### src/rtl/motoro3_gate_driver.sv
// Three-phase bridge gate driver: decodes the commutation step into a sector,
// gates the high-side leg with pwm and inserts an all-off dead time on every sector change.
module motoro3_gate_driver #(
  parameter int DT_W  = 8,
  parameter int CNT_W = 16
) (
  input  logic             clk,
  input  logic             rst,
  input  logic             pwmActive1,
  input  logic             pwm,
  input  logic [3:0]       sgStep,
  input  logic [DT_W-1:0]  m3r_deadTime,
  output logic [5:0]       gate,
  output logic [2:0]       sector,
  output logic             deadBusy,
  output logic [CNT_W-1:0] commCnt,
  output logic             stepFault
);

  typedef enum logic [1:0] {
    IDLE = 2'd0,
    DEAD = 2'd1,
    RUN  = 2'd2
  } state_t;

  state_t           state_q, state_d;
  logic             act_q, act_d;
  logic             pwm_q, pwm_d;
  logic [3:0]       step_q, step_d;
  logic [DT_W-1:0]  dt_cnt_q, dt_cnt_d;
  logic [2:0]       tgt_q, tgt_d;
  logic [2:0]       sector_q, sector_d;
  logic [5:0]       gate_q, gate_d;
  logic             dead_busy_q, dead_busy_d;
  logic [CNT_W-1:0] comm_cnt_q, comm_cnt_d;
  logic             step_fault_q, step_fault_d;

  logic             step_valid;
  logic [2:0]       cur_tgt;
  logic [DT_W-1:0]  dt_load;
  logic [2:0]       sec_next, sec_prev;

  // Bit order {CL,CH,BL,BH,AL,AH}; high leg carries pwm, low leg is held on.
  function automatic logic [5:0] gate_pattern(input logic [2:0] s, input logic p);
    logic [5:0] g;
    g = 6'b000000;
    case (s)
      3'd0: begin g[0] = p; g[3] = 1'b1; end
      3'd1: begin g[0] = p; g[5] = 1'b1; end
      3'd2: begin g[2] = p; g[5] = 1'b1; end
      3'd3: begin g[2] = p; g[1] = 1'b1; end
      3'd4: begin g[4] = p; g[1] = 1'b1; end
      3'd5: begin g[4] = p; g[3] = 1'b1; end
      default: g = 6'b000000;
    endcase
    return g;
  endfunction

  always_comb begin
    step_valid = (step_q < 4'd12);
    cur_tgt    = step_q[3:1];
    dt_load    = (m3r_deadTime == '0) ? DT_W'(1) : m3r_deadTime;
    sec_next   = (sector_q == 3'd5) ? 3'd0 : sector_q + 3'd1;
    sec_prev   = (sector_q == 3'd0) ? 3'd5 : sector_q - 3'd1;
  end

  always_comb begin
    act_d        = pwmActive1;
    pwm_d        = pwm;
    step_d       = sgStep;
    state_d      = state_q;
    dt_cnt_d     = dt_cnt_q;
    tgt_d        = tgt_q;
    sector_d     = sector_q;
    comm_cnt_d   = comm_cnt_q;
    step_fault_d = step_fault_q;

    // Abort wins over everything; all gates off means no dead time is needed.
    if (!act_q || !step_valid) begin
      state_d  = IDLE;
      sector_d = 3'd7;
      dt_cnt_d = '0;
    end else begin
      case (state_q)
        IDLE: begin
          state_d  = DEAD;
          dt_cnt_d = dt_load;
          tgt_d    = cur_tgt;
        end
        DEAD: begin
          tgt_d = cur_tgt;
          if (dt_cnt_q <= DT_W'(1)) begin
            state_d    = RUN;
            sector_d   = tgt_q;
            comm_cnt_d = comm_cnt_q + CNT_W'(1);
          end else begin
            dt_cnt_d = dt_cnt_q - DT_W'(1);
          end
        end
        RUN: begin
          if (cur_tgt != sector_q) begin
            state_d  = DEAD;
            dt_cnt_d = dt_load;
            tgt_d    = cur_tgt;
            if ((cur_tgt != sec_next) && (cur_tgt != sec_prev)) begin
              step_fault_d = 1'b1;
            end
          end
        end
        default: begin
          state_d  = IDLE;
          sector_d = 3'd7;
        end
      endcase
    end

    gate_d      = (state_d == RUN) ? gate_pattern(sector_d, pwm_q) : 6'b000000;
    dead_busy_d = (state_d == DEAD);
  end

  // Falling-edge update keeps this stage aligned with the PWM generator.
  always_ff @(negedge clk) begin
    if (rst) begin
      state_q      <= IDLE;
      act_q        <= 1'b0;
      pwm_q        <= 1'b0;
      step_q       <= 4'd0;
      dt_cnt_q     <= '0;
      tgt_q        <= 3'd0;
      sector_q     <= 3'd7;
      gate_q       <= 6'b000000;
      dead_busy_q  <= 1'b0;
      comm_cnt_q   <= '0;
      step_fault_q <= 1'b0;
    end else begin
      state_q      <= state_d;
      act_q        <= act_d;
      pwm_q        <= pwm_d;
      step_q       <= step_d;
      dt_cnt_q     <= dt_cnt_d;
      tgt_q        <= tgt_d;
      sector_q     <= sector_d;
      gate_q       <= gate_d;
      dead_busy_q  <= dead_busy_d;
      comm_cnt_q   <= comm_cnt_d;
      step_fault_q <= step_fault_d;
    end
  end

  assign gate      = gate_q;
  assign sector    = sector_q;
  assign deadBusy  = dead_busy_q;
  assign commCnt   = comm_cnt_q;
  assign stepFault = step_fault_q;

endmodule

### config.mk
export PLATFORM = sky130hd
export DESIGN_NAME = motoro3_gate_driver
export DESIGN_NICKNAME = d
export VERILOG_FILES = /design/src/rtl/motoro3_gate_driver.sv
export SDC_FILE = /design/constraint.sdc
export NUM_CORES = 1
export LEC_CHECK = 0
export CORE_MARGIN = 3
export CORE_UTILIZATION = 47
export DETAILED_ROUTE_END_ITERATION = 16
export PLACE_DENSITY = 0.76
export SYNTH_ARGS = -nofsm -noshare
export SYNTH_HDL_FRONTEND = slang
export SYNTH_SLANG_ARGS = --single-unit
### constraint.sdc
create_clock -name clk -period 2.1 [get_ports clk]
set_input_delay 0.525 -clock clk [delete_from_list [all_inputs] [get_ports clk]]
set_output_delay 0.525 -clock clk [all_outputs]
set_load 0.02 [all_outputs]
== Word-level counts from Yosys, hierarchy flattened ==
Index checks and enable logic that the tools add are counted.
Word-level totals
  bits in registers: 46
  input bits: 16
  output and inout port bits: 27
  logic and storage cells: 85
Operators by class
  bitwise operators: 5
  order comparisons: 2
  muxes and demuxes: 18
  $add $sub $neg: 4
  reductions and logical operators: 27
  equal/unequal tests: 15
Operator list (number)
  8-bit 2-to-1 mux: 3
  8-bit case mux with 3 select lines: 1
  2-bit OR reduction: 10
  16-bit by 1-bit adder with 16-bit output, second input constant: 1
  3-bit 2-to-1 mux: 5
  3-bit case mux with 2 select lines: 2
  3-bit == test, second input constant: 3
  3-bit inequality test: 3
  3-bit AND reduction: 3
  3-bit OR reduction: 3
  8-bit by 1-bit <= comparator with 1-bit output, second input constant: 1
  8-bit logical NOT: 1
  8-bit by 1-bit subtractor with 8-bit output, second input constant: 1
  3-bit by 2-bit == test with 1-bit output, second input constant: 2
  3-bit logical NOT: 2
  2-bit 2-to-1 mux: 3
  2-bit case mux with 3 select lines: 1
  1-bit inverter: 5
  2-bit by 1-bit == test with 1-bit output, second input constant: 2
  2-bit == test, second input constant: 2
  4-bit less-than comparator, second input constant: 1
  2-bit inequality test, second input constant: 2
  4-bit AND reduction: 1
  3-bit by 1-bit adder with 3-bit output, second input constant: 1
  9 further kinds: 12

== Depth between registers and ports, before layout ==
Gate-level depths: netlist of the first run.
  word-level depth: 8
  mapped depth: 8
  gate-level depth less buffers: 7

==> results.toml, run 1 <==
[synth]
synth_fp_nets = 294
avgSynthCellArea_um2 = 8.35
synth_edf_count = 0
yosysWarnings = 0
syn_inst = 274
syn_area_mm2 = 0.00229
synthArstFlopShare_pct = 0
ys_seq_area_share_pct = 39.4
synth_cell_types = 51
ys_ff_latch = 45
synthFlopType = "dfxtp_1"

[placement]
hpwl_um = 4950
place_congestion = 0.968
portBuffers = 41

[worst_setup_path]
crit_buf_inv = 1
r2r_setup_slack_ps = -20
path_cells = "buf_6"
critPathMaxStageDelay_ps = 360
worstSetupStartpoint = "commCnt[5]"
r2r_start = "dt_cnt_q[7]"
worstPathRequired_ps = 1570
endpoint_kind = "primary output"
cp_max_fo = 2
crit_type = "reg2out"
rr_worst_depth = 6
cpMaxStageDelayCell = "dfxtp_2"
path_delay_family = "flip-flops"
worstSetupEndpoint = "commCnt[5]"
cp.arrival_ps = 1940
crit_path_start_kind = "flop"
timing.rr.end = "commCnt[8]"
crit_cells = 1

[floorplan]
rows = 24
die_x_um = 75.8
coreArea_mm2 = 0.00453
start_util_pct = 50.4
dieArea_mm2 = 0.00574
io_pins = 43
die_y_um = 75.8

[cells_and_area]
finish.utilization_pct = 86.2
areaGrowthSynthToFinish_pct = 70.9
drive_gt1_share_pct = 43.2
fillCellCount = 227
multi_input_comb_area_mm2 = 0.00150
num_antenna_cells = 0
fin_nets = 456
seq_area_um2 = 940

[timing]
tightest_slew_ps = 819
fin_tns_setup_ps = -7990
drv_slew = 0
clock-skew-final_ps = 38.5
rsz0062_at_grt = "true"
finalSetupViolCount = 31
relSlewSlack_pct = 44.9
hold_violations = 0
worst_slack_ps = -361

[routing]
wl_per_cell_um = 17.8
drt-initial-drc-count = 318
vias = 2975
drc_errors = 0
drtPass1Iterations = 5
drt-total-wl_um = 8950
antenna_left = 0
routed_via_density = 5.93

[run_status]
status = "complete, but fails checks"
violations = "setup timing"

[power]
p_leak_uw = 0.00178
p_int_uw = 1520
p_total_uw = 2370
power_frac_seq_pct = 37.6
power.share.switching_pct = 35.8
powerDensity_mw_per_mm2 = 606
clkPwrFrac_pct = 46.7
power.switching_uw = 847
pwr-share-comb_pct = 15.7
ir_drop_mv = 0.567

[cts]
cts_tree = "done"
clk_latency_ps = 400
clk_pin_slew_worst_paths_ps = 70
root_buffer = "clkbuf_8"
cts.sinks = 45
cts.hold.buffers_added = 0
htreeDepth = 2
clockBufferDepth = 2
cts_made_buffers = 5

[global_route]
antenna_found_initial = 0
grt_pass1_vias = 2799
grt-ovfl-total = 0
grt_start_max_net_pins = 20
grt_pass1_wl_um = 12500
track_usage_pct = 28.8

[run]
maxCapViolCount = 0

[worst_hold_path]
hp-class = "reg2reg"
==> per-stage QoR <==
step,hold WS (ps),instance area [µm²],instances,setup slack (ps)
after global placement,468,3280,429,-703
after floorplan,452,2410,274,-235
after detailed placement,493,3280,429,-744
final,466,3910,502,-361
after global routing,483,3910,502,-378
after CTS,463,3730,489,-353
==> worst min-delay path by stage <==
| stage | startpoint | to | slack, ps | cells past startpoint |
|---|---|---|---|---|
| 6_report | pwm_q | gate[0] | 470 | 2 |
| 5_1_grt | pwm_q | gate[4] | 480 | 2 |
| 3_3_place_gp | pwm_q | gate[4] | 470 | 2 |
| 2_1_floorplan | pwm_q | gate[4] | 450 | 2 |
| 4_1_cts | pwm_q | gate[4] | 460 | 2 |
| 3_5_place_dp | pwm_q | gate[4] | 490 | 2 |
==> repair_timing <==
item	4_1_cts	5_1_grt
pin swaps	13	17
setup buffers	8	13
gates resized for setup	220	25
cloned	0	0
endpoints found under the setup margin	69	48
==> sequential cells by signal, indices dropped and copies added (netlist names) <==
name       count
step_q         3
act_q          1
state_q        2
deadBusy       1
pwm_q          1
dt_cnt_q       8
stepFault      1
gate           6
tgt_q          3
commCnt       16
sector         3
==> layer usage <==
layer / global-route usage [%] / vias up / wire [µm]
met5: 0 / - / 0
met1: 33.6 / 1397 / 3550
met2: 46.8 / 203 / 4300
met4: 12.2 / 0 / 340
li1: - / 1321 / -
met3: 11.2 / 54 / 754
==> cell usage after synthesis, drive strengths merged, types with 2 or more instances <==
cell	n	area, µm²
or3	5	31.3
nor2b	7	43.8
nor4	10	92.6
mux2i	3	30.0
or2	2	12.5
nor3b	4	30.0
and2	2	12.5
a21oi	21	105
a211oi	4	30.0
and4	2	17.5
nand2b	4	25.0
o31ai	4	43.8
dfxtp	45	901
a31o	3	26.3
nand4	2	12.5
xnor2	9	78.8
clkbuf	11	41.3
o21ai	15	75.1
nor3	12	65.1
ha	4	50.1
nor2	26	97.6
nand2	27	101
a41oi	3	26.3
o21a	2	15.0
nand3	9	50.1
inv	9	33.8
xor2	5	43.8
o211ai	2	15.0
or4	6	52.6
==> power groups by stage <==
stage | clock, µW | combinational (µW) | sequential (µW)
5_1_grt | 1220 | 389 | 890
3_3_place_gp | 133 | 286 | 903
2_1_floorplan | 133 | 165 | 901
6_report | 1110 | 372 | 890
3_5_place_dp | 133 | 293 | 903
4_1_cts | 1070 | 311 | 890
==> layout make-up <==
type,count,share of cell area [%]
multi-input combinational,208,38.4
clock buffer,5,1.76
clock inverter,48,5.44
timing repair buffer,123,27.4
sequential,45,24.0
inverter,8,0.896
tap,65,2.08
==> cells in the final DEF (no fill, tap or decap), types with 3 or more instances in the layout <==
cell / Yosys / final
o21ai_1: 6 / 4
buf_6: 0 / 34
inv_1: 9 / 52
nor3b_1: 4 / 3
buf_4: 0 / 76
nand2_1: 27 / 26
o21ai_0: 9 / 9
or4_1: 4 / 4
mux2i_1: 3 / 3
nor2_1: 26 / 24
a31o_1: 3 / 3
dfxtp_2: 0 / 28
xor2_1: 5 / 5
clkbuf_8: 0 / 5
ha_1: 4 / 3
o31ai_1: 3 / 3
dfxtp_1: 45 / 16
nor3_1: 11 / 7
nor3_2: 1 / 4
nand2b_1: 4 / 3
xnor2_1: 9 / 9
nand3_1: 8 / 8
or3_1: 5 / 5
clkdlybuf4s50_1: 0 / 5
a211oi_2: 0 / 3
nor2b_1: 7 / 7
nor4_4: 2 / 3
nor4_1: 8 / 6
a21oi_1: 21 / 17
a21oi_2: 0 / 3
==> cell families (layout without fill, tap and decap cells) <==
family          after synthesis  count (layout)  share of synthesized area [%]
simple gates                120             120                           28.8
compound gates               67              67                           19.5
flops                        45              45                           39.4
buf+inv                      21             184                           3.50
xor+xnor                     14              14                           5.36
fa+ha+maj                     4               4                           2.19
mux                           3               3                           1.31
No activity file was read; power rests on OpenSTA's default activity.
==> inputs of run 2 (changes only) <==
--- a/config.mk
+++ b/config.mk
@@ -8,7 +8,9 @@
 export CORE_MARGIN = 3
 export CORE_UTILIZATION = 47
 export DETAILED_ROUTE_END_ITERATION = 16
+export HOLD_SLACK_MARGIN = 0.08
 export PLACE_DENSITY = 0.76
+export SLEW_MARGIN = 15
 export SYNTH_ARGS = -nofsm -noshare
 export SYNTH_HDL_FRONTEND = slang
 export SYNTH_SLANG_ARGS = --single-unit
==> results of run 2 <==
Final layout, timing and power as in run 1 (identical DEF).
==> inputs of run 3 (changes only) <==
--- a/config.mk
+++ b/config.mk
@@ -5,7 +5,8 @@
 export SDC_FILE = /design/constraint.sdc
 export NUM_CORES = 1
 export LEC_CHECK = 0
-export CORE_MARGIN = 3
+export CAP_MARGIN = 30
+export CORE_MARGIN = 8
 export CORE_UTILIZATION = 47
 export DETAILED_ROUTE_END_ITERATION = 16
 export HOLD_SLACK_MARGIN = 0.08
==> results.toml, run 3 (synthesis results as in run 1) <==
[routing]
drt-initial-drc-count = 223
antenna_left = 0
wl_per_cell_um = 16.4
vias = 2818
drtPass1Iterations = 7
routed_via_density = 5.59
drt-total-wl_um = 8250
drc_errors = 0

[worst_setup_path]
crit_buf_inv = 1
cp.arrival_ps = 1910
crit_type = "reg2out"
cp_max_fo = 2
critPathMaxStageDelay_ps = 350
path_cells = "buf_6"
endpoint_kind = "primary output"
worstPathRequired_ps = 1570
cpMaxStageDelayCell = "dfxtp_2"
crit_path_start_kind = "flop"
path_delay_family = "flip-flops"

[global_route]
grt_pass1_wl_um = 11800
grt_start_max_net_pins = 20
grt_pass1_vias = 2655
track_usage_pct = 19.6
antenna_found_initial = 0
grt-ovfl-total = 0

[timing]
worst_slack_ps = -337
finalSetupViolCount = 28
drv_slew = 0
tightest_slew_ps = 828
hold_violations = 0
rsz0062_at_grt = "true"
relSlewSlack_pct = 44.3
clock-skew-final_ps = 47.6
fin_tns_setup_ps = -7710

[floorplan]
die_x_um = 85.8
die_y_um = 85.8
rows = 25
io_pins = 43
start_util_pct = 48.4
dieArea_mm2 = 0.00735
coreArea_mm2 = 0.00472

[power]
p_leak_uw = 0.00176
ir_drop_mv = 0.519
powerDensity_mw_per_mm2 = 580

[cells_and_area]
final_common_cell = "buf_4"
fin_nets = 456
num_antenna_cells = 0
finish.utilization_pct = 82.4
final_cell_mix = "82 x buf_4, 51 x inv_1, 28 x dfxtp_2, 28 x buf_6, 26 x nand2_1"
largest_reg_flops = 16
areaGrowthSynthToFinish_pct = 70.1
drive_gt1_share_pct = 43.7

[placement]
hpwl_um = 4850
place_congestion = 0.870
portBuffers = 41

[run_status]
violations = "setup timing"
status = "complete, but fails checks"

[cts]
cts_made_buffers = 5
cts.sinks = 45
clk_latency_ps = 400
htreeDepth = 2
clockBufferDepth = 2
clk_pin_slew_worst_paths_ps = 80
cts_tree = "done"
root_buffer = "clkbuf_8"

[worst_hold_path]
hp-class = "reg2reg"

[run]
maxCapViolCount = 0
[run 3: layout make-up]
cell class                 count  area (µm²)
multi-input combinational    208        1510
timing repair buffer         123        1040
sequential                    45         940
fill                         269         833
clock inverter                48         209
tap                           67        83.8
clock buffer                   5        68.8
inverter                       8        37.5
[run 3: metrics by stage]
| step | instance area [µm²] | setup slack (ps) | std cells | total power, µW | hold WS, ps |
|---|---|---|---|---|---|
| after floorplan | 2410 | -235 | 274 | 1200 | 452 |
| after global placement | 3280 | -686 | 430 | 1310 | 467 |
| after detailed placement | 3280 | -714 | 430 | 1320 | 489 |
| after CTS | 3720 | -312 | 492 | 2210 | 473 |
| after global routing | 3890 | -342 | 504 | 2370 | 500 |
| final | 3890 | -337 | 504 | 2260 | 480 |
[run 3: worst paths after layout]
path,from,endpoint,slack (ps),cells past startpoint
worst min-delay path,pwm_q,gate[2],480,2
worst max register to register,sector[2],dt_cnt_q[6],-20,7
worst max-delay path,sector[1],sector[1],-340,1
worst min register to register,pwm_q,gate[2],480,2
[run 3: what timing repair did]
action                                  4_1_cts  5_1_grt
buffers inserted                             10       13
endpoints found under the setup margin       69       43
resized for setup                           221       22
pin swaps                                    12       16
hold buffers                                  0        0
[run 3: power by group]
group	total [µW]	switching [µW]	internal [µW]
logic	333	174	159
clock network	1030	570	462
registers	892	18.8	873
[run 3: per-layer routing]
layer / vias to the layer above / wire length, µm / track usage [%] / part of all wire [%]
met5: - / 0 / 0 / 0
met1: 1358 / 3450 / 23.6 / 42
met3: 18 / 554 / 6.40 / 6.7
li1: 1323 / - / - / -
met4: 0 / 129 / 8.12 / 1.6
met2: 119 / 4110 / 31.2 / 50
